File: src/rtl/mem_arbiter_pkg.sv
// Shared encodings for the instruction/data memory arbiter.
package mem_arbiter_pkg;

  typedef enum logic [1:0] {
    IDLE  = 2'd0,
    ISSUE = 2'd1,
    WAIT  = 2'd2,
    RESP  = 2'd3
  } state_t;

  typedef enum logic {
    OWN_I = 1'b0,
    OWN_D = 1'b1
  } owner_t;

  localparam logic [3:0] FETCH_MASK = 4'b1111;

endpackage

File: src/rtl/mem_arbiter_if.sv
// Bundle of the fetch, data and downstream memory handshakes around the arbiter.
interface mem_arbiter_if;

  // fetch requester
  logic        i_imem_req;
  logic [31:0] i_imem_addr;
  logic        o_imem_ready;
  logic        o_imem_valid;
  logic [31:0] o_imem_rdata;

  // data requester
  logic        i_dmem_req;
  logic [31:0] i_dmem_addr;
  logic        i_dmem_ren;
  logic        i_dmem_wen;
  logic [31:0] i_dmem_wdata;
  logic [3:0]  i_dmem_mask;
  logic        o_dmem_ready;
  logic        o_dmem_valid;
  logic [31:0] o_dmem_rdata;

  // downstream memory
  logic        o_mem_req;
  logic [31:0] o_mem_addr;
  logic        o_mem_ren;
  logic        o_mem_wen;
  logic [31:0] o_mem_wdata;
  logic [3:0]  o_mem_mask;
  logic        i_mem_ready;
  logic        i_mem_valid;
  logic [31:0] i_mem_rdata;

  // arbiter side
  modport slave (
    input  i_imem_req, i_imem_addr,
    output o_imem_ready, o_imem_valid, o_imem_rdata,
    input  i_dmem_req, i_dmem_addr, i_dmem_ren, i_dmem_wen, i_dmem_wdata, i_dmem_mask,
    output o_dmem_ready, o_dmem_valid, o_dmem_rdata,
    output o_mem_req, o_mem_addr, o_mem_ren, o_mem_wen, o_mem_wdata, o_mem_mask,
    input  i_mem_ready, i_mem_valid, i_mem_rdata
  );

  // hart / memory-model side
  modport master (
    output i_imem_req, i_imem_addr,
    input  o_imem_ready, o_imem_valid, o_imem_rdata,
    output i_dmem_req, i_dmem_addr, i_dmem_ren, i_dmem_wen, i_dmem_wdata, i_dmem_mask,
    input  o_dmem_ready, o_dmem_valid, o_dmem_rdata,
    input  o_mem_req, o_mem_addr, o_mem_ren, o_mem_wen, o_mem_wdata, o_mem_mask,
    output i_mem_ready, i_mem_valid, i_mem_rdata
  );

endinterface

File: src/rtl/mem_arbiter_streak_counter.sv
// Priority decision between fetch and data requesters, with a saturating
// streak counter that forces a fetch grant after MAX_DSTREAK data wins.
module arb_streak_counter #(
  parameter int unsigned MAX_DSTREAK = 4
) (
  input  logic clk_i,
  input  logic rst_i,
  input  logic idle_i,
  input  logic imem_req_i,
  input  logic dmem_req_i,
  output logic grant_i_o,
  output logic grant_d_o
);

  localparam logic [3:0] MAX_STREAK = 4'(MAX_DSTREAK);

  logic [3:0] streak_q;
  logic       sat;

  assign sat       = (streak_q == MAX_STREAK);
  assign grant_d_o = idle_i & dmem_req_i & ~(imem_req_i & sat);
  assign grant_i_o = idle_i & imem_req_i & ~grant_d_o;

  // Count data grants that overtook a waiting fetch; only IDLE cycles matter.
  always_ff @(posedge clk_i or posedge rst_i) begin
    if (rst_i) begin
      streak_q <= '0;
    end else if (idle_i) begin
      if (grant_i_o || !imem_req_i) begin
        streak_q <= '0;
      end else if (grant_d_o && !sat) begin
        streak_q <= streak_q + 4'd1;
      end
    end
  end

endmodule

File: src/rtl/mem_arbiter.sv
// Shares one handshaked memory port between fetch and data requesters,
// one outstanding transaction at a time.
module mem_arbiter
  import mem_arbiter_pkg::*;
#(
  parameter int unsigned MAX_DSTREAK = 4
) (
  input  logic          i_clk,
  input  logic          i_rst,
  mem_arbiter_if.slave  bus
);

  state_t      state_q;
  owner_t      owner_q;
  logic [31:0] addr_q;
  logic [31:0] wdata_q;
  logic [3:0]  mask_q;
  logic        ren_q;
  logic        wen_q;
  logic [31:0] rdata_q;

  logic idle;
  logic issue;
  logic grant_i;
  logic grant_d;
  // Reads are decoded from wen alone, so ren carries no information here.
  logic unused_ren;

  assign idle       = (state_q == IDLE);
  assign issue      = (state_q == ISSUE);
  assign unused_ren = bus.i_dmem_ren;

  arb_streak_counter #(
    .MAX_DSTREAK (MAX_DSTREAK)
  ) u_streak (
    .clk_i      (i_clk),
    .rst_i      (i_rst),
    .idle_i     (idle),
    .imem_req_i (bus.i_imem_req),
    .dmem_req_i (bus.i_dmem_req),
    .grant_i_o  (grant_i),
    .grant_d_o  (grant_d)
  );

  assign bus.o_imem_ready = grant_i;
  assign bus.o_dmem_ready = grant_d;
  assign bus.o_imem_valid = (state_q == RESP) && (owner_q == OWN_I);
  assign bus.o_dmem_valid = (state_q == RESP) && (owner_q == OWN_D);
  assign bus.o_imem_rdata = rdata_q;
  assign bus.o_dmem_rdata = rdata_q;

  assign bus.o_mem_req   = issue;
  assign bus.o_mem_addr  = addr_q;
  assign bus.o_mem_ren   = ren_q & issue;
  assign bus.o_mem_wen   = wen_q & issue;
  assign bus.o_mem_wdata = wdata_q;
  assign bus.o_mem_mask  = mask_q;

  // Transaction FSM: capture winner, issue downstream, await response, pulse valid.
  always_ff @(posedge i_clk or posedge i_rst) begin
    if (i_rst) begin
      state_q <= IDLE;
      owner_q <= OWN_I;
      addr_q  <= '0;
      wdata_q <= '0;
      mask_q  <= '0;
      ren_q   <= 1'b0;
      wen_q   <= 1'b0;
      rdata_q <= '0;
    end else begin
      case (state_q)
        IDLE: begin
          if (grant_d) begin
            owner_q <= OWN_D;
            addr_q  <= bus.i_dmem_addr;
            wdata_q <= bus.i_dmem_wdata;
            mask_q  <= bus.i_dmem_mask;
            wen_q   <= bus.i_dmem_wen;
            ren_q   <= ~bus.i_dmem_wen;
            state_q <= ISSUE;
          end else if (grant_i) begin
            owner_q <= OWN_I;
            addr_q  <= bus.i_imem_addr;
            wdata_q <= '0;
            mask_q  <= FETCH_MASK;
            wen_q   <= 1'b0;
            ren_q   <= 1'b1;
            state_q <= ISSUE;
          end
        end
        ISSUE: begin
          if (bus.i_mem_ready) state_q <= WAIT;
        end
        WAIT: begin
          if (bus.i_mem_valid) begin
            rdata_q <= bus.i_mem_rdata;
            state_q <= RESP;
          end
        end
        RESP: begin
          state_q <= IDLE;
        end
        default: state_q <= IDLE;
      endcase
    end
  end

endmodule

File: src/flat_wrapper.sv
// flat-port wrapper written by rule: the top's interface ports become plain ports
module mem_arbiter_flat import mem_arbiter_pkg::*;
#(
  parameter int unsigned MAX_DSTREAK = 4
)
  (i_clk, i_rst, bus_i_imem_req, bus_i_imem_addr, bus_o_imem_ready, bus_o_imem_valid, bus_o_imem_rdata, bus_i_dmem_req, bus_i_dmem_addr, bus_i_dmem_ren, bus_i_dmem_wen, bus_i_dmem_wdata, bus_i_dmem_mask, bus_o_dmem_ready, bus_o_dmem_valid, bus_o_dmem_rdata, bus_o_mem_req, bus_o_mem_addr, bus_o_mem_ren, bus_o_mem_wen, bus_o_mem_wdata, bus_o_mem_mask, bus_i_mem_ready, bus_i_mem_valid, bus_i_mem_rdata);
  mem_arbiter_if bus_i ();
  input  logic i_clk;
  input  logic i_rst;
  input wire logic [$bits(bus_i.i_imem_req)-1:0] bus_i_imem_req;
  input wire logic [$bits(bus_i.i_imem_addr)-1:0] bus_i_imem_addr;
  output wire logic [$bits(bus_i.o_imem_ready)-1:0] bus_o_imem_ready;
  output wire logic [$bits(bus_i.o_imem_valid)-1:0] bus_o_imem_valid;
  output wire logic [$bits(bus_i.o_imem_rdata)-1:0] bus_o_imem_rdata;
  input wire logic [$bits(bus_i.i_dmem_req)-1:0] bus_i_dmem_req;
  input wire logic [$bits(bus_i.i_dmem_addr)-1:0] bus_i_dmem_addr;
  input wire logic [$bits(bus_i.i_dmem_ren)-1:0] bus_i_dmem_ren;
  input wire logic [$bits(bus_i.i_dmem_wen)-1:0] bus_i_dmem_wen;
  input wire logic [$bits(bus_i.i_dmem_wdata)-1:0] bus_i_dmem_wdata;
  input wire logic [$bits(bus_i.i_dmem_mask)-1:0] bus_i_dmem_mask;
  output wire logic [$bits(bus_i.o_dmem_ready)-1:0] bus_o_dmem_ready;
  output wire logic [$bits(bus_i.o_dmem_valid)-1:0] bus_o_dmem_valid;
  output wire logic [$bits(bus_i.o_dmem_rdata)-1:0] bus_o_dmem_rdata;
  output wire logic [$bits(bus_i.o_mem_req)-1:0] bus_o_mem_req;
  output wire logic [$bits(bus_i.o_mem_addr)-1:0] bus_o_mem_addr;
  output wire logic [$bits(bus_i.o_mem_ren)-1:0] bus_o_mem_ren;
  output wire logic [$bits(bus_i.o_mem_wen)-1:0] bus_o_mem_wen;
  output wire logic [$bits(bus_i.o_mem_wdata)-1:0] bus_o_mem_wdata;
  output wire logic [$bits(bus_i.o_mem_mask)-1:0] bus_o_mem_mask;
  input wire logic [$bits(bus_i.i_mem_ready)-1:0] bus_i_mem_ready;
  input wire logic [$bits(bus_i.i_mem_valid)-1:0] bus_i_mem_valid;
  input wire logic [$bits(bus_i.i_mem_rdata)-1:0] bus_i_mem_rdata;
  assign bus_i.i_imem_req = bus_i_imem_req;
  assign bus_i.i_imem_addr = bus_i_imem_addr;
  assign bus_o_imem_ready = bus_i.o_imem_ready;
  assign bus_o_imem_valid = bus_i.o_imem_valid;
  assign bus_o_imem_rdata = bus_i.o_imem_rdata;
  assign bus_i.i_dmem_req = bus_i_dmem_req;
  assign bus_i.i_dmem_addr = bus_i_dmem_addr;
  assign bus_i.i_dmem_ren = bus_i_dmem_ren;
  assign bus_i.i_dmem_wen = bus_i_dmem_wen;
  assign bus_i.i_dmem_wdata = bus_i_dmem_wdata;
  assign bus_i.i_dmem_mask = bus_i_dmem_mask;
  assign bus_o_dmem_ready = bus_i.o_dmem_ready;
  assign bus_o_dmem_valid = bus_i.o_dmem_valid;
  assign bus_o_dmem_rdata = bus_i.o_dmem_rdata;
  assign bus_o_mem_req = bus_i.o_mem_req;
  assign bus_o_mem_addr = bus_i.o_mem_addr;
  assign bus_o_mem_ren = bus_i.o_mem_ren;
  assign bus_o_mem_wen = bus_i.o_mem_wen;
  assign bus_o_mem_wdata = bus_i.o_mem_wdata;
  assign bus_o_mem_mask = bus_i.o_mem_mask;
  assign bus_i.i_mem_ready = bus_i_mem_ready;
  assign bus_i.i_mem_valid = bus_i_mem_valid;
  assign bus_i.i_mem_rdata = bus_i_mem_rdata;
  mem_arbiter #(.MAX_DSTREAK(MAX_DSTREAK)) u_core (.i_clk(i_clk), .i_rst(i_rst), .bus(bus_i));
endmodule
File: config.mk
export PLATFORM = sky130hd
export DESIGN_NAME = mem_arbiter_flat
export DESIGN_NICKNAME = d
export VERILOG_FILES = /design/src/rtl/mem_arbiter_pkg.sv /design/src/rtl/mem_arbiter_if.sv /design/src/rtl/mem_arbiter_streak_counter.sv /design/src/rtl/mem_arbiter.sv /design/src/flat_wrapper.sv
export SDC_FILE = /design/constraint.sdc
export NUM_CORES = 1
export LEC_CHECK = 0
export BUFFER_PORTS_ARGS = -buffer_cell sky130_fd_sc_hd__buf_2
export CAP_MARGIN = 20
export CORE_ASPECT_RATIO = 0.5
export CORE_MARGIN = 5
export CORE_UTILIZATION = 35
export DETAILED_ROUTE_END_ITERATION = 6
export MAX_ROUTING_LAYER = met4
export PLACE_DENSITY = 0.75
export SYNTH_ARGS = -nofsm -noshare
export SYNTH_HDL_FRONTEND = slang
export SYNTH_SLANG_ARGS = --single-unit
File: constraint.sdc
create_clock -name i_clk -period 4.2 [get_ports i_clk]
set_input_delay 0 -clock i_clk [delete_from_list [all_inputs] [get_ports i_clk]]
set_output_delay 0 -clock i_clk [all_outputs]
set_load 0.1 [all_outputs]
-- Yosys cells after proc, flatten, opt, wreduce, memory -nomap -nowiden
Index checks and enable logic that the tools add are counted.
- $add $sub $neg: 1
- multiply operators: 0
- div/mod/pow operators: 0
- $lt $le $gt $ge: 0
- eq/ne operators: 7
- shift operators: 0
- multiplexer cells: 18
- bitwise logic cells: 11
- reduce and logical (&&, ||, !) cells: 13
- operators with widths (cell ; number):
    two-way mux 32 bit ; 4
    two-way mux 4 bit ; 4
    two-way mux 2 bit ; 4
    case mux 2 bit (4 select lines) ; 1
    bitwise AND 1 bit ; 7
    AND reduction 2 bit ; 3
    two-way mux 1 bit ; 5
    adder 4 x 1 -> 4 bit (second input constant) ; 1
    == test 2 bit (second input constant) ; 2
    == test 4 x 3 -> 1 bit (second input constant) ; 1
    inequality test 2 bit (second input constant) ; 2
    inverter 1 bit ; 4
    nonzero test 2 bit ; 2
    logical AND 1 bit ; 3
    inequality test 3 x 1 -> 1 bit (second input constant) ; 1
    AND reduction 3 bit ; 1
    == test 2 x 1 -> 1 bit (second input constant) ; 1
    zero test 1 bit ; 2
    zero test 2 bit ; 1
    logical OR 1 bit ; 1
- register bits after elaboration: 109
- latch bits: 0
- memory bits (writable): 0
- bits in read-only memories: 0
- bits of input ports: 140
- output and inout port bits: 139
- word-level logic and storage cells: 59
- memories: 0

-- Depth between registers and ports, before layout
- depth after elaboration: 9
- depth in mapped cells: 9

-- Cells and area by module
A second synthesis with hierarchy kept.
- cells, all modules: 453
- area, all modules: 4838.4 um^2
- by module, submodules not included (module ; instances ; cells an instance ; area an instance (um^2) ; sequential area each (um^2)):
    mem_arbiter ; 1 ; 427 ; 4590.7 ; 2627.5
    arb_streak_counter ; 1 ; 26 ; 247.7 ; 100.1

-- Worst setup path after synthesis
OpenSTA, ideal clock, no wires.
- path kind: register to output
- start: register u_core.state_q[0]
- end: output port bus_o_imem_ready
- arrival time: 2.830 ns
- required time: 4.200 ns
- slack: 1.370 ns
- cell stages (with the launch flop): 9
- path buffers: 2
- cells stage by stage: dfrtp_1 > inv_1 > ha_1 > and2_1 > buf_2 > nand2_2 > inv_2 > buf_2 > nor2_1
- cells in the longest elaborated chain, start to end: 5
- elaborated cells on any way between the ends: 6
- RTL lines (what ; RTL line ; text):
    start, declared ; mem_arbiter.sv:13 ; state_t state_q;
    start signal, assigned ; mem_arbiter.sv:62 ; state_q <= IDLE;
    start signal, assigned ; mem_arbiter.sv:80 ; state_q <= ISSUE;
    start signal, assigned ; mem_arbiter.sv:88 ; state_q <= ISSUE;
    zero test 2 bit ; mem_arbiter.sv:29 ; assign idle = (state_q == IDLE);
    bitwise AND 1 bit (2 in series) ; mem_arbiter_streak_counter.sv:21 ; assign grant_d_o = idle_i & dmem_req_i & ~(imem_req_i & sat);
    via bus_o_dmem_ready ; flat_wrapper.sv:21 ; output wire logic [$bits(bus_i.o_dmem_ready)-1:0] bus_o_dmem_ready;
    inverter 1 bit ; mem_arbiter_streak_counter.sv:22 ; assign grant_i_o = idle_i & imem_req_i & ~grant_d_o;
    bitwise AND 1 bit ; mem_arbiter_streak_counter.sv:22 ;
    end, declared ; flat_wrapper.sv:12 ; output wire logic [$bits(bus_i.o_imem_ready)-1:0] bus_o_imem_ready;
The timed path passes the listed nets, and every way through them passes these cells.

-- Worst setup path after layout
- start: register u_core.state_q[0]
- end: register u_core.addr_q[24] (netlist: u_core.bus.o_mem_addr[24])
- cells in the longest elaborated chain, start to end: 7
- elaborated cells on any way between the ends: 9
- RTL lines (what ; RTL line ; text):
    zero test 2 bit * ; mem_arbiter.sv:29, mem_arbiter.sv:71 ;
    bitwise AND 1 bit (2 in series) ; mem_arbiter_streak_counter.sv:21 ;
    inverter 1 bit ; mem_arbiter_streak_counter.sv:22 ;
    bitwise AND 1 bit ; mem_arbiter_streak_counter.sv:22 ;
    nonzero test 2 bit (no source line) ; n/a ;
    AND reduction 2 bit (no source line) ; n/a ;
    end signal, assigned ; mem_arbiter.sv:75 ; addr_q <= bus.i_dmem_addr;
    end signal, assigned ; mem_arbiter.sv:83 ; addr_q <= bus.i_imem_addr;
    end, declared ; mem_arbiter.sv:15 ; logic [31:0] addr_q;
Every way passes the cells marked *; elsewhere a longest branch is shown, timed or not.
A chain may end at the register's enable or synchronous reset.

==> impl_results.md <==
- Pins Over Slew Limit: 0
- Wire length per cell: 17.28 um
- CP Class: register to register
- Vias per cell: between 4 and 5
- Syn. warnings: 0
- FF-to-FF End: u_core.bus.o_mem_addr[24]
- Critical Path Source: u_core.state_q[0]
- RR Startpoint: u_core.state_q[0]
- R2r worst-path depth: 9
- CTS H-tree lvls: 3
- Clk pin slew, worst setup/hold paths: about 0.07 ns
- Skew final: about 0.0092 ns
- Clock root buffer: clkbuf_16
- Rel. slew slack: between 40% and 50%
- Starting Density: 35.57%
- GRT Residual Overflow: 0
- Worst slew pin tran: 0.8846 ns
- Final Hold Viols: 0
- Crit start category: register
- DR vias: 4715
- Syn Nets: 565
- Vias in the first global route: 5184
- Minimum clock period: 3.513 ns
- Maxcap violations: 0
- Die Y: slightly above 90 um
- DRT Pass-1 Iters: 4
- Post-synth cell types: 32
- Layout cells sized above 1: between 40 and 50%
- Period utilization: 83.63%
- Register area share after synthesis: 56.74%
- CTS max path bufs: 2
- Global-route wire length before repair: 26270 um
- Area growth from synthesis to layout: 60.39%
- Setup crit end kind: register
- F_max: 0.2847 GHz
- RD Place Congestion: just under 0.9
- Std-Cell Rows: 30
- CP Data Arrival Time: around 3.7 ns
- Mean Syn Cell Area: between 10 and 15 um2
- CTS Sinks: 109
- Worst reg-to-reg setup slack: slightly below 0.7 ns
- Clock tree from TritonCTS: built
- Critical Path Sink: u_core.bus.o_mem_addr[24]
- Initial antenna violation count: 0
- Die Span X: ~180 um
- GRT Total Usage: about a fifth
- Top Ports: between 200 and 300
- Die Footprint: about 16000 um2
- CTS buffer count: 9
- Largest net degree at the start of global routing: 74
- Setup TNS: 0 ns
- Post-route ant nets: 0
- # diodes: 0
- HP Class: input port to register
- RSZ-0062 raised after global routing: no
- Worst-skew pair later-pin latency: 0.34 ns
- Number of remaining DRC errors: 0
- Outcome: complete, no violations
- # setup viols final: 0
- Port bufs: approximately 280
- Req. time, crit path: 4.43 ns
- Max FO, Critical Path: 39
- Core Footprint: around 14000 um2
- Post-CTS Setup Inserts: 0
- Cells after synthesis: approximately 420
- Flops & latches, synth: between 100 and 150
- Number of nets in the layout: a little over 900
- DRT iter0 DRCs: ~320
- Dpl hpwl: approximately 11000 um
- Cell area after synthesis: between 4000 and 5000 um2
- Post-Route WL: ~17000 um
cell type report:
type | count | area (um2)
Timing Repair Buffer | 418 | 2780
Clock buffer | 9 | 225.2
Sequential cell | 109 | 2728
Multi-Input combinational cell | 239 | 1662
Clock inverter | 7 | 58.81
Inverter | 9 | 36.28
Fill cell | 1108 | 5803
Tap cell | 176 | 220.2
worst min-delay path by stage:
stage	to	depth (start not counted)	slack (ns)	from
floorplan	u_core.ren_q	1	0.08	bus_i_dmem_wen
global placement	u_core.ren_q	2	0.19	bus_i_dmem_wen
detailed placement	u_core.ren_q	2	0.20	bus_i_dmem_wen
CTS	u_core.u_streak.streak_q[1]	3	0.04	bus_i_imem_req
global route	u_core.u_streak.streak_q[1]	3	0.07	bus_i_imem_req
finish	u_core.u_streak.streak_q[1]	3	0.07	bus_i_imem_req
synthesized netlist by cell type, drive strengths merged:
cell type,number,share of area [%]
mux2,33,7.7
o22ai,1,0.13
clkbuf,13,1.0
o22a,4,0.73
mux2i,2,0.42
nor2b,1,0.13
buf,48,7.1
inv,9,0.70
nand4,3,0.39
nand2b,3,0.39
o21ai,1,0.18
ha,7,1.8
dfrtp,109,57
nand3,34,3.5
nand2,70,5.5
o21a,1,0.16
a21oi,1,0.10
a22o,33,6.0
and2,5,0.65
o311ai,2,0.36
o211ai,32,5.2
a222oi,1,0.21
nand4b,2,0.49
nor2,3,0.23
per-layer routing:
metal | up-vias | GRT usage (%) | share of wire (%)
li1 | 2172 | - | -
met1 | 2307 | 21.53 | 36
met2 | 184 | 38.95 | 56
met3 | 52 | 3.467 | 4.4
met4 | 0 | 9.144 | 3.6
met5 | - | - | 0
placed cells by master, fill, tap and decap left out, drive strengths merged, types with 2 or more instances in the layout:
cell / n
o22a: 4
nor2: 3
clkinv: 4
nand3: 34
ha: 7
dlygate4sd3: 134
and2: 5
nand4b: 2
o211ai: 32
nand2: 70
o311ai: 2
dfrtp: 109
mux2: 33
a22o: 33
mux2i: 2
inv: 11
nand4: 3
clkbuf: 9
nand2b: 3
buf: 284
through the flow:
step	cell area, um2	hold slack, ns	cells	setup slack, ns	util, %
after floorplan	4807	0.08473	418	1.326	-
after global placement	6085	0.1881	817	1.338	45.03
after detailed placement	6085	0.1997	817	1.288	45.03
after CTS	7710	0.04462	967	0.7277	57.06
after global routing	7710	0.07072	967	0.4798	57.06
final	7710	0.06517	967	0.6874	57.06
flip-flops by register name, indices dropped and copies added, names as in the netlist:
name                      count
u_core.bus.o_mem_addr        32
u_core.u_streak.streak_q      4
u_core.wen_q                  1
u_core.state_q                2
u_core.bus.o_mem_wdata       32
u_core.owner_q                1
u_core.bus.o_mem_mask         4
u_core.bus.o_dmem_rdata      32
u_core.ren_q                  1
cell families (layout without fill, tap and decap cells):
logic type,count (synthesis),in the layout,share of synthesized area [%]
AOI/OAI and AO/OA,76,76,13.09
adders and majority gates,7,7,1.822
buffers and inverters,70,443,8.849
DFF,109,109,56.74
muxes,35,35,8.147
and+or+nand+nor,121,121,11.35
what timing repair did:
item                                   in CTS  in global routing
endpoints found under the hold margin     174                  0
resized for setup                           0                  0
hold buffers                              134                  0
worst max-delay path: stages (launching register included):
cell and delay, ns:
dfrtp_1 0.40, inv_1 0.12, ha_1 0.35, and2_1 0.17
buf_4 0.36, nand2_2 0.19, inv_2 0.57, buf_4 0.46
o211ai_1 0.17, dlygate4sd3_1 0.58
Power is not shown: default switching activity piles up to over one toggle a cycle in this logic, so the estimate is an artifact.
